==> config.mk <==
export PLATFORM = sky130hd
export DESIGN_NAME = operand_bypass_ctrl
export DESIGN_NICKNAME = d
export VERILOG_FILES = /design/src/rtl/operand_bypass_ctrl_pkg.sv /design/src/rtl/bypass_stage_reg.sv /design/src/rtl/operand_bypass_ctrl.sv
export SDC_FILE = /design/constraint.sdc
export NUM_CORES = 1
export LEC_CHECK = 0
export CAP_MARGIN = 10
export CORE_MARGIN = 2
export CORE_UTILIZATION = 54
export DETAILED_ROUTE_END_ITERATION = 10
export PLACE_DENSITY = 0.83
export SLEW_MARGIN = 20
export SYNTH_ARGS = -nofsm -noshare
export SYNTH_HDL_FRONTEND = slang
export SYNTH_HIERARCHICAL = 1
export SYNTH_SLANG_ARGS = --single-unit
==> constraint.sdc <==
create_clock -name clock -period 4 [get_ports clock]
set_input_delay 1 -clock clock [delete_from_list [all_inputs] [get_ports clock]]
set_output_delay 1 -clock clock [all_outputs]
set_load 0.05 [all_outputs]
==> src/rtl/operand_bypass_ctrl_pkg.sv <==
// Shared definitions for the execute-stage operand bypass controller:
// mux select encodings, the in-flight tracker entry and the select priority.
package operand_bypass_ctrl_pkg;

  localparam int REG_ADDR_W = 5;
  localparam logic [REG_ADDR_W-1:0] ZERO_REG = '0;

  // Operand mux select encodings
  localparam logic [1:0] SEL_RF  = 2'b00;  // register file read data
  localparam logic [1:0] SEL_MEM = 2'b01;  // M-stage ALU result
  localparam logic [1:0] SEL_WB  = 2'b10;  // W-stage writeback data
  localparam logic [1:0] SEL_WB1 = 2'b11;  // W+1 holding latch

  // One in-flight destination being tracked down the pipe
  typedef struct packed {
    logic                  valid;
    logic [REG_ADDR_W-1:0] rd;
    logic                  is_load;
  } trk_entry_t;

  // Source select for one operand, judged from where the producers will sit
  // once the consumer advances into X: X->M (01), M->W (10), W->W+1 (11).
  // The youngest matching producer wins. A W1 match is already in the
  // register file, so it deliberately resolves to the regfile path.
  function automatic logic [1:0] bypass_sel(
    input logic [REG_ADDR_W-1:0] rs,
    input trk_entry_t            x,
    input trk_entry_t            m,
    input trk_entry_t            w,
    input trk_entry_t            w1
  );
    logic [1:0] sel;
    sel = SEL_RF;
    if (rs == ZERO_REG)                sel = SEL_RF;
    else if (x.valid  && x.rd  == rs)  sel = SEL_MEM;
    else if (m.valid  && m.rd  == rs)  sel = SEL_WB;
    else if (w.valid  && w.rd  == rs)  sel = SEL_WB1;
    else if (w1.valid && w1.rd == rs)  sel = SEL_RF;
    return sel;
  endfunction

endpackage

==> src/rtl/bypass_stage_reg.sv <==
// One tracker entry of the bypass pipeline. Captures the upstream entry when
// load is high, otherwise inserts a bubble (all-zero, i.e. invalid).
module bypass_stage_reg
  import operand_bypass_ctrl_pkg::*;
(
  input  logic       clock,
  input  logic       reset,
  input  logic       load,
  input  trk_entry_t d,
  output trk_entry_t q
);

  // Advance the entry every cycle: capture upstream or become a bubble
  // NOTE: state is written with <= so every stage samples its neighbour's
  // pre-edge value; blocking assignments here would collapse the chain.
  always_ff @(posedge clock or posedge reset) begin
    if (reset)     q <= '0;
    else if (load) q <= d;
    else           q <= '0;
  end

endmodule

==> src/rtl/operand_bypass_ctrl.sv <==
// Execute-stage operand bypass controller. Tracks in-flight destinations
// through X/M/W/W1, produces registered 4:1 mux selects for operands A and B
// and a combinational load-use stall back to fetch/decode.
module operand_bypass_ctrl
  import operand_bypass_ctrl_pkg::*;
(
  input  logic                  clock,
  input  logic                  reset,
  input  logic                  dec_valid,
  input  logic [REG_ADDR_W-1:0] dec_rs_a,
  input  logic [REG_ADDR_W-1:0] dec_rs_b,
  input  logic [REG_ADDR_W-1:0] dec_rd,
  input  logic                  dec_we,
  input  logic                  dec_is_load,
  input  logic                  flush,
  output logic                  stall,
  output logic [1:0]            sel_a,
  output logic [1:0]            sel_b,
  output logic                  sel_valid
);

  trk_entry_t dec_entry;
  trk_entry_t x_q, m_q, w_q, w1_q;
  logic       hit_a, hit_b;
  logic       x_load;
  logic [1:0] sel_a_d, sel_b_d;

  // Decode-side hazard detection and next-cycle select computation
  // NOTE: every signal assigned in always_comb gets a value on every path
  // (defaults first), otherwise synthesis infers a latch.
  always_comb begin
    dec_entry         = '0;
    dec_entry.valid   = dec_we && (dec_rd != ZERO_REG);
    dec_entry.rd      = dec_rd;
    dec_entry.is_load = dec_is_load;

    hit_a = (dec_rs_a != ZERO_REG) && x_q.valid && (x_q.rd == dec_rs_a);
    hit_b = (dec_rs_b != ZERO_REG) && x_q.valid && (x_q.rd == dec_rs_b);

    // A load in X has no data until W, one cycle too late for the consumer.
    // Flush wins over stall; reset forces the stall low immediately.
    stall = dec_valid && !flush && !reset && x_q.is_load && (hit_a || hit_b);

    // X takes the decoded instruction only when it really advances
    x_load = dec_valid && !stall && !flush;

    sel_a_d = bypass_sel(dec_rs_a, x_q, m_q, w_q, w1_q);
    sel_b_d = bypass_sel(dec_rs_b, x_q, m_q, w_q, w1_q);
  end

  // Tracker chain: decode -> X -> M -> W -> W1; older stages always advance
  bypass_stage_reg u_stage_x (
    .clock (clock),
    .reset (reset),
    .load  (x_load),
    .d     (dec_entry),
    .q     (x_q)
  );

  bypass_stage_reg u_stage_m (
    .clock (clock),
    .reset (reset),
    .load  (1'b1),
    .d     (x_q),
    .q     (m_q)
  );

  bypass_stage_reg u_stage_w (
    .clock (clock),
    .reset (reset),
    .load  (1'b1),
    .d     (m_q),
    .q     (w_q)
  );

  bypass_stage_reg u_stage_w1 (
    .clock (clock),
    .reset (reset),
    .load  (1'b1),
    .d     (w_q),
    .q     (w1_q)
  );

  // Register selects so they are stable while the consumer occupies X
  always_ff @(posedge clock or posedge reset) begin
    if (reset) begin
      sel_a     <= SEL_RF;
      sel_b     <= SEL_RF;
      sel_valid <= 1'b0;
    end else if (stall || flush) begin
      sel_a     <= SEL_RF;
      sel_b     <= SEL_RF;
      sel_valid <= 1'b0;
    end else begin
      sel_a     <= sel_a_d;
      sel_b     <= sel_b_d;
      sel_valid <= dec_valid;
    end
  end

endmodule
Yosys cells after proc, flatten, opt, wreduce, memory -nomap -nowiden --
Cells that the tools add are included.
Storage, ports and cells: output and inout bits 6, flip-flop bits (word level) 24, logic and storage cells 55, input port bits 21
Cells by class: reduce and logical (&&, ||, !) cells 27, muxes and demuxes 12, equality and inequality tests 6
Operator list (count):
- $eq 5x5->1 | 6
- $mux 2 | 10
- $logic_and 1x1->1 | 17
- $reduce_bool 5->1 | 3
- $logic_not 5->1 | 2
- $mux 7 | 1
- $logic_not 1->1 | 3
- $logic_or 1x1->1 | 2
- $mux 1 | 1

Longest topological paths before layout --
depth in word-level cells 9, gate-level depth with buffers 6, mapped depth without buffers 6

By module --
Netlist, hierarchy kept.
By module, submodules not included:
- bypass_stage_reg | cells each 15, instances 3, area an instance 222.7 um^2, seq. area each 175.2 um^2
- operand_bypass_ctrl | cells each 77, instances 1, area an instance 664.4 um^2, seq. area each 125.1 um^2

Worst setup path before layout --
Ideal clock, no wire load.
path kind in2out, start point in dec_rs_b[3], end point out stall, data required time 3.000 ns, path slack 1.043 ns, data arrival time 1.957 ns, buffers on the path 0, cell stages on the path 4, cells stage by stage xor2_1 nor3_1 nand3b_2 a21oi_4
On the way: longest elaborated chain between the ends 5, elaborated cells between the ends (all ways) 6, those cells by class 1 x eq/ne; 5 x reduce/logical
RTL lines:
- start: declaration | line operand_bypass_ctrl.sv:11 | input logic [REG_ADDR_W-1:0] dec_rs_b,
- $reduce_bool 5->1 | line operand_bypass_ctrl.sv:38 | hit_b = (dec_rs_b != ZERO_REG) && x_q.valid && (x_q.rd == dec_rs_b);
- $logic_and 1x1->1 | line operand_bypass_ctrl.sv:38
- $logic_and 1x1->1 (*) | line operand_bypass_ctrl.sv:38
- $logic_or 1x1->1 (*) | line operand_bypass_ctrl.sv:42 | stall = dec_valid && !flush && !reset && x_q.is_load && (hit_a || hit_b);
- $logic_and 1x1->1 (*) | line operand_bypass_ctrl.sv:42
- end: declaration | line operand_bypass_ctrl.sv:16 | output logic stall,
Every way passes the cells marked *; elsewhere a longest branch is shown, timed or not.

Worst setup path in the final report --
start point in dec_rs_b[2], end point out stall
Same word-level chain as after synthesis.

==> results by group <==
Global routing
  • GRT Residual Overflow: 0
  • Largest net degree at the start of global routing: 14
  • Vias in the first global route: between 900 and 1000
  • Total Routing Usage GR: 21.6%
  • Initial antenna violation count: 0
  • First-pass GRT wire length: 4280 um

Synth
  • Synth Cell Area: about 1300 um^2
  • Yosys warnings: 6
  • Mean area per synthesized cell: 10.8 um^2
  • Mapped Cells: around 120

Pwr
  • Gate power share: 15.7%
  • Clock group share of total power: 27.7%
  • Switch share: between 20% and 30%
  • PwrDens: 272 nW/um^2
  • Peak supply drop: 268 uV
  • Part of the power in registers: between 50% and 60%
  • Net load switching power: 110 uW
  • Leak Pwr: 0.000800 uW
  • Int Pwr: approximately 340 uW

Floorplan
  • Core Footprint: 2210 um^2
  • IO Count: 27
  • Initial Utilization: 57.4%
  • Die X: around 52 um
  • Die Y: 52.5 um
  • Die area: roughly 2800 um^2
  • FP Rows: 17

Clocking
  • Hold-fix buffers, CTS: 0
  • Worst-skew pair later-pin latency: 0.31 ns
  • CTS max path bufs: 2
  • Clock Tree Root: clkbuf_4
  • CTS Buf Count: 3
  • CTS sink cnt: 24
  • H-tree levels: 1
  • CTS resizes: 0
  • Post-CTS Setup Inserts: 0
  • Clock transition at the registers of the reported paths: 0.14 ns
  • CTS tree: done

Setup path
  • CP endpoint kind: output pin
  • Reg-to-reg endpoint: u_stage_x/q[5]$_DFF_PP0_
  • Crit path DAT: 2.69 ns
  • Reg-to-Reg Start: u_stage_x/q[2]$_DFF_PP0_
  • R2r setup slk: about 2.2 ns
  • CP Launch Type: input pin
  • Critical path fanouts, max: 7
  • CP required: 3.00 ns
  • WS Path Type: input pin to output pin
  • Path depth of the worst reg2reg path: 6

Finish
  • Number of fill cells: 170
  • # diodes: 0
  • Core Util, Final: 74.7%
  • Layout area overhead: 30.1%
  • Share of cells above drive strength 1: 6.92%
  • Fin area: around 1700 um^2
  • Nets: 181

Worst hold path
  • Hold/Removal Path Class: flip-flop to flip-flop
  • Worst hold endpoint: u_stage_m/q[6]$_DFF_PP0_
  • Worst hold stages: 1
  • Hold_sp: u_stage_x/q[6]$_DFF_PP0_

STA
  • Fmax achieved: 0.271 GHz
  • Max-slew violation count: 0
  • Relative slew slack: 60.3%
  • Final WS setup: between 0.3 and 0.4 ns
  • TNS Setup: 0 ns
  • Final Hold Vio Count: 0
  • Fin crit share: around 92%
  • Setup repair after global routing missed its margin: no
  • Min Tclk post-route: 3.69 ns
  • Final Skew: about 0.013 ns
  • Measured slew at the worst slew-check pin: 0.595 ns
  • Final setup fails: 0

Drt
  • DRT iter0 DRCs: 22
  • Final WL: 2650 um
  • DRC violations left: 0
  • TritonRoute pass-1 iters: 4
  • Post-DRT Antenna Nets: 0
  • Vias per cell: around 5.3
  • Post-DR wirelength/cell: 14.1 um
  • Vias: a little under 1000

Place
  • Final Wtd Congestion: roughly 0.84
  • Setup slack after placement: ~0.34 ns
  • DP Area: 1620 um^2
  • DP Wirelength: 2180 um
  • I/O Buffers: 26

Outcome
  • Outcome: completed

Run
  • Max-cap violations: 0
## flip-flops by register name, summed over array words and instances, names as in the netlist
name	cells
u_stage_x/q	7
u_stage_w/q	6
u_stage_m/q	6
sel_b	2
sel_valid	1
sel_a	2
## power by group through the flow
stage | registers, uW | logic (uW) | clock network, uW
5_1_grt | 255 | 76.8 | 137
4_1_cts | 254 | 70.6 | 124
3_5_place_dp | 259 | 70.1 | 0
6_report | 254 | 70.6 | 124
3_3_place_gp | 259 | 67.6 | 0
2_1_floorplan | 259 | 31.8 | 0
## worst max-delay path: stages
cell             delay [ns]
clkdlybuf4s50_1        0.54
or4_4                  0.61
nor2_4                 0.12
nand3b_2               0.16
a21oi_4                0.10
buf_12                 0.16
## layout make-up
class | instances | area [um^2] | share of cell area, %
Multi-Input combinational cell | 101 | 696 | 42.1
Inverter | 4 | 15.0 | 0.908
Clock buffer | 4 | 36.3 | 2.20
Sequential cell | 24 | 601 | 36.3
Timing Repair Buffer | 26 | 270 | 16.4
Tap cell | 28 | 35.0 | 2.12
## layout by cell type (no fill, tap or decap), types with 2 or more instances in the layout
cell type / instances
nor3b_1: 3
nor3_1: 3
conb_1: 12
nor2_1: 6
clkdlybuf4s50_1: 25
nand3_1: 6
dfrtp_1: 24
xor2_1: 26
and2_1: 19
and3_1: 4
nor4_1: 4
a21boi_0: 2
xnor2_1: 4
o211ai_1: 2
inv_1: 4
clkbuf_4: 3
## metrics by stage
stage                     power (uW)  hold slack, ns  std cells
after detailed placement         329           0.550        183
after global routing             469           0.618        187
after CTS                        449           0.582        187
after floorplan                  291           0.500        129
final                            449           0.582        187
after global placement           326           0.542        183
## metal layers
| metal | vias to the layer above | track usage (%) | wire length (um) |
|---|---|---|---|
| li1 | 465 | - | - |
| met1 | 482 | 27.7 | 1130 |
| met3 | 2 | 3.43 | 152 |
| met4 | 0 | 4.70 | 8 |
| met2 | 35 | 38.3 | 1360 |
| met5 | - | 0 | 0 |
## worst max-delay path by stage
stage	start	endpoint	slack, ns	cells past startpoint
2_1_floorplan	dec_rs_b[3]	stall	1.04	4
3_3_place_gp	dec_rs_b[2]	stall	0.36	6
3_5_place_dp	dec_rs_b[2]	stall	0.34	6
4_1_cts	dec_rs_b[2]	stall	0.32	6
5_1_grt	dec_rs_b[3]	stall	0.20	6
6_report	dec_rs_b[2]	stall	0.31	6
Note: power is estimated with default switching activity, not from simulation.
